[config.mk]
export PLATFORM = sky130hd
export DESIGN_NAME = irq_ctrl
export DESIGN_NICKNAME = d
export VERILOG_FILES = /design/src/rtl/irq_ctrl.sv
export SDC_FILE = /design/constraint.sdc
export NUM_CORES = 1
export LEC_CHECK = 0
export CORE_MARGIN = 1
export CORE_UTILIZATION = 37
export CTS_BUF_LIST = sky130_fd_sc_hd__clkbuf_16
export DETAILED_ROUTE_END_ITERATION = 6
export GPL_TIMING_DRIVEN = 0
export HOLD_SLACK_MARGIN = 0.02
export MAX_ROUTING_LAYER = met4
export PLACE_DENSITY = 0.75
export SETUP_SLACK_MARGIN = 0.02
export SYNTH_ARGS = -nofsm -noshare
export SYNTH_HDL_FRONTEND = slang
export SYNTH_SLANG_ARGS = --single-unit
[constraint.sdc]
create_clock -name clk -period 1.76 [get_ports clk]
set_input_delay 0.264 -clock clk [delete_from_list [all_inputs] [get_ports clk]]
set_output_delay 0.264 -clock clk [all_outputs]
set_load 0.02 [all_outputs]
[src/rtl/irq_ctrl.sv]
// Programmable interrupt controller: mask, edge/level, pending latch, fixed priority, claim/EOI. Nesting via IRQ_CTRL_NEST_EN.
// Latency: src to HWInt is 2 cycles; register writes act at the write edge; Dout is combinational.
// Backpressure: none; every access completes in one cycle and a claim with no winner is a no-op.
module irq_ctrl #(
    parameter int N_SRC = 6
) (
    input  logic             clk,
    input  logic             reset,
    input  logic [1:0]       Addr,
    input  logic             WE,
    input  logic             RE,
    input  logic [31:0]      Din,
    output logic [31:0]      Dout,
    input  logic [N_SRC-1:0] src,
    output logic [N_SRC-1:0] HWInt
);

    localparam logic [1:0] A_MASK  = 2'd0;
    localparam logic [1:0] A_EDGE  = 2'd1;
    localparam logic [1:0] A_PEND  = 2'd2;
    localparam logic [1:0] A_CLAIM = 2'd3;
    localparam logic [3:0] N_SRC_W = 4'(N_SRC);

    logic [N_SRC-1:0] src_q, src_d;
    logic [N_SRC-1:0] pend_q, pend_d;
    logic [N_SRC-1:0] isr_q, isr_d;
    logic [N_SRC-1:0] mask_q, mask_d;
    logic [N_SRC-1:0] edge_q, edge_d;
    logic [N_SRC-1:0] hwint_q, hwint_d;

    logic [N_SRC-1:0] gate;
    logic [N_SRC-1:0] elig;
    logic [N_SRC-1:0] rise;
    logic [N_SRC-1:0] w1c;
    logic [N_SRC-1:0] claim_vec;
    logic [N_SRC-1:0] eoi_vec;
    logic             win_vld;
    logic [2:0]       win_id;
    logic             claim_hit;
    logic             eoi_hit;
    logic             unused_din;

`ifdef IRQ_CTRL_NEST_EN
    logic             isr_seen;

    // Only lines strictly above the highest-priority in-service line may interrupt it.
    always_comb begin
        gate     = '0;
        isr_seen = 1'b0;
        for (int i = 0; i < N_SRC; i++) begin
            gate[i]  = ~isr_seen;
            isr_seen = isr_seen | isr_q[i];
        end
    end
`else
    always_comb begin
        gate = {N_SRC{isr_q == '0}};
    end
`endif

    always_comb begin
        elig    = pend_q & mask_q & ~isr_q & gate;
        win_vld = 1'b0;
        win_id  = 3'd0;
        for (int i = N_SRC - 1; i >= 0; i--) begin
            if (elig[i]) begin
                win_vld = 1'b1;
                win_id  = 3'(i);
            end
        end
    end

    always_comb begin
        claim_hit = RE & ~WE & (Addr == A_CLAIM) & win_vld;
        eoi_hit   = WE & (Addr == A_CLAIM) & ({1'b0, Din[2:0]} < N_SRC_W);
        rise      = src & ~src_q;
        w1c       = (WE && Addr == A_PEND) ? Din[N_SRC-1:0] : '0;
        claim_vec = '0;
        eoi_vec   = '0;
        for (int i = 0; i < N_SRC; i++) begin
            claim_vec[i] = claim_hit && (win_id == 3'(i));
            eoi_vec[i]   = eoi_hit && (Din[2:0] == 3'(i));
        end
    end

    // A new edge beats a same-cycle clear; level lines simply follow the pin.
    always_comb begin
        src_d   = src;
        pend_d  = '0;
        for (int i = 0; i < N_SRC; i++) begin
            pend_d[i] = edge_q[i] ? (rise[i] | (pend_q[i] & ~(w1c[i] | claim_vec[i])))
                                  : src[i];
        end
        isr_d   = (isr_q | claim_vec) & ~eoi_vec;
        mask_d  = (WE && Addr == A_MASK) ? Din[N_SRC-1:0] : mask_q;
        edge_d  = (WE && Addr == A_EDGE) ? Din[N_SRC-1:0] : edge_q;
        hwint_d = elig;
    end

    always_comb begin
        Dout = '0;
        case (Addr)
            A_MASK:  Dout[N_SRC-1:0] = mask_q;
            A_EDGE:  Dout[N_SRC-1:0] = edge_q;
            A_PEND:  Dout[N_SRC-1:0] = pend_q;
            default: begin
                Dout[31]  = win_vld;
                Dout[2:0] = win_id;
            end
        endcase
    end

    always_ff @(posedge clk) begin
        if (reset) begin
            src_q   <= '0;
            pend_q  <= '0;
            isr_q   <= '0;
            mask_q  <= '0;
            edge_q  <= '0;
            hwint_q <= '0;
        end else begin
            src_q   <= src_d;
            pend_q  <= pend_d;
            isr_q   <= isr_d;
            mask_q  <= mask_d;
            edge_q  <= edge_d;
            hwint_q <= hwint_d;
        end
    end

    assign HWInt      = hwint_q;
    assign unused_din = ^Din;

endmodule

==> out/metrics.csv <==
metric,value,unit
clk sink count,36,
R2R cell count,8,
Internal,0.00149,W
DR iter-0 viols,119,
area post-placement,0.00231,mm2
Peak VDD IR,494,uV
xor/xnor share of the synthesized area,0,%
clk root buf,clkbuf_16,
"Async S/R FF share, synth",0,%
post-synthesis area per instance,8.85,um2
via/cell ratio,4.78,
number of I/O pins,82,
global-route wire length before repair,7080,um
Layout area overhead,45.4,%
Switching Share,25.0,%
total gr overflow,0,
"Arr. time, crit path",2040,ps
violations in the final reports,negative setup slack,
hold_sp,isr_q[4],
final setup fails,16,
Leakage,1.11,nW
initial antenna violation count,0,
"Slew Viols, Final",0,
Worst setup SP type,flip-flop,
Hold Crit Depth,1,
vias in the first global route,1492,
Ant. Diodes,0,
WS Path Type,flip-flop to output pin,
Slew headroom,49.8,%
final hold vios,0,
Port Buffers,30,
PD cells,749,mW/mm2
sequential element share of the synthesized area,39.5,%
Post-Synth Adder-Cell Area,0,%
reg2reg setup slack,-420,ps
Critical Path RT,1500,ps
cts bufs inserted,5,
mux cell area share after synthesis,10.2,%
"CTS clk-pin slew, worst paths",50,ps
clock share of power,41.3,%
Vert. Die Dim,72.2,um
clk_lat worst skew,280,ps
Gate power share,15.2,%
Min-Delay Path Class,flip-flop to flip-flop,
total track usage,18.6,%
CORE AREA,0.00472,mm2
"Distinct cells, synth",41,
crit path launch,isr_q[5],
Worst Setup Slack post-DPL,-1050,ps
Simple-Gate Fraction of Synth Area,23.3,%
per-cell routed wire length,13.3,um
die area,0.00521,mm2
FF-to-FF End,isr_q[5],
Psw,0.000497,W
CP endpoint kind,output pin,
Worst-Margin Slew,749,ps
largest family of logic cells by synthesized area,simple AND/OR/NAND/NOR gates,
Cells after Synth,206,
# nets final,320,
DP HPWL,3030,um
yosys synthesis warning count,0,
Detailed Route WL,4580,um
initial cell density of the core,38.6,%
"Cell Area, Synth",0.00182,mm2
sequential power share,43.5,%
Die W,72.2,um
fin worst setup slack,-543,ps
total of max-cap violations,0,
layout cell share with drive strength beyond 1,28.9,%
post-route cell area,0.00265,mm2
Post-DRT Antenna Nets,0,
gpl congestion,0.858,
Residual DRC,0,
maximum root-to-sink buffer count,2,
outcome,"finished, violations left",
vias,1644,
worst r2r src,isr_q[5],
minimum clock period,2300,ps
Setup crit end,Dout[0],
Post-synth EDFFs,0,
largest net degree at the start of global routing,11,
H-tree depth,2,
Rows,25,
highest clock rate,434,MHz
Compound-Gate Fraction of Synth Area,13.2,%
RSZ-0062 raised after global routing,yes,
Initial DRT Pass Iterations,4,
Tcrit/Tclk final,131,%
clock skew,3.22,ps
CP max FO,7,
#FFs+latches synth,36,
Main synth FF type,dfxtp_1,
most frequent cells in the layout,"dfxtp_1, buf_4, conb_1, nand2_1",
CTS tree,built,
CTS Hold Bufs,0,
-- timing repair --
item | 4_1_cts | 5_1_grt
gates resized for setup | 54 | 18
setup endpoints to repair | 31 | 27
pin swaps | 8 | 16
buffers inserted | 6 | 4
-- sequential cells by signal (all words and copies together), names as in the netlist --
signal / flops
edge_q: 6
mask_q: 6
isr_q: 6
src_q: 6
HWInt: 6
pend_q: 6
-- power groups by stage --
stage / registers [W] / logic (W) / clock network, W
floorplan: 0.000875 / 0.000190 / 0
global placement: 0.000879 / 0.000276 / 0
detailed placement: 0.000880 / 0.000278 / 0
CTS: 0.000863 / 0.000290 / 0.000825
global route: 0.000866 / 0.000323 / 0.000874
finish: 0.000865 / 0.000302 / 0.000819
-- cell usage after synthesis (all sizes together), types with 3 or more instances --
library cell / instances / area (um2)
nor2b: 9 / 56.3
nor2: 23 / 88.8
a22o: 6 / 52.6
a21oi: 5 / 25.0
nor3: 5 / 47.5
a221oi: 3 / 26.3
clkbuf: 5 / 18.8
a211oi: 5 / 37.5
nand3: 3 / 15.0
o21ai: 5 / 25.0
mux2i: 14 / 140
buf: 28 / 206
nand2: 24 / 90.1
dfxtp: 36 / 721
nand3b: 3 / 22.5
inv: 6 / 22.5
-- final cells by class --
class	count	area, um2
Fill cell	423	2070
Multi-Input combinational cell	155	1070
Sequential cell	36	723
Timing Repair Buffer	39	372
Buffer	33	240
Clock buffer	5	125
Tap cell	67	83.8
Inverter	6	22.5
Clock inverter	3	11.3
-- how the worst min path moves through the flow --
stage	endpoint
after floorplan	src_q[0]
after global placement	isr_q[4]
after detailed placement	isr_q[4]
after CTS	isr_q[4]
after global routing	isr_q[4]
final	isr_q[4]
-- cells by family (layout without fill, tap and decap cells) --
logic type	count (synthesis)	in the layout
multiplexers	16	16
AND/OR/NAND/NOR	81	81
flip-flops	36	36
other	1	25
AO/OA/AOI/OAI	33	33
buffers and inverters	39	86
-- metrics by stage --
step                      hold WS [ps]  std cells  util, %  total power (W)  setup TNS, ps
after floorplan                    347        230        -          0.00106           -310
after global placement             440        327     49.0          0.00116         -12950
after detailed placement           445        327     49.0          0.00116         -13910
after CTS                          457        341     54.3          0.00198          -3470
after global routing               481        344     56.1          0.00206          -6340
final                              454        344     56.1          0.00199          -5040
-- critical path, cell delays in order, from the launching register on --
cell and delay [ps]:
dfxtp_2 330, or4_4 530, or2_1 250, buf_6 140, nor3_4 130, mux4_2 270
buf_6 110
-- routing by layer --
layer | routed length (um) | up-vias | GRT usage [%]
met5 | 0 | - | -
met4 | 61 | 0 | 6.54
met3 | 342 | 8 | 5.14
met2 | 2300 | 68 | 30.1
met1 | 1870 | 766 | 22.2
li1 | - | 802 | -
Power figures use the tool's default switching activity.
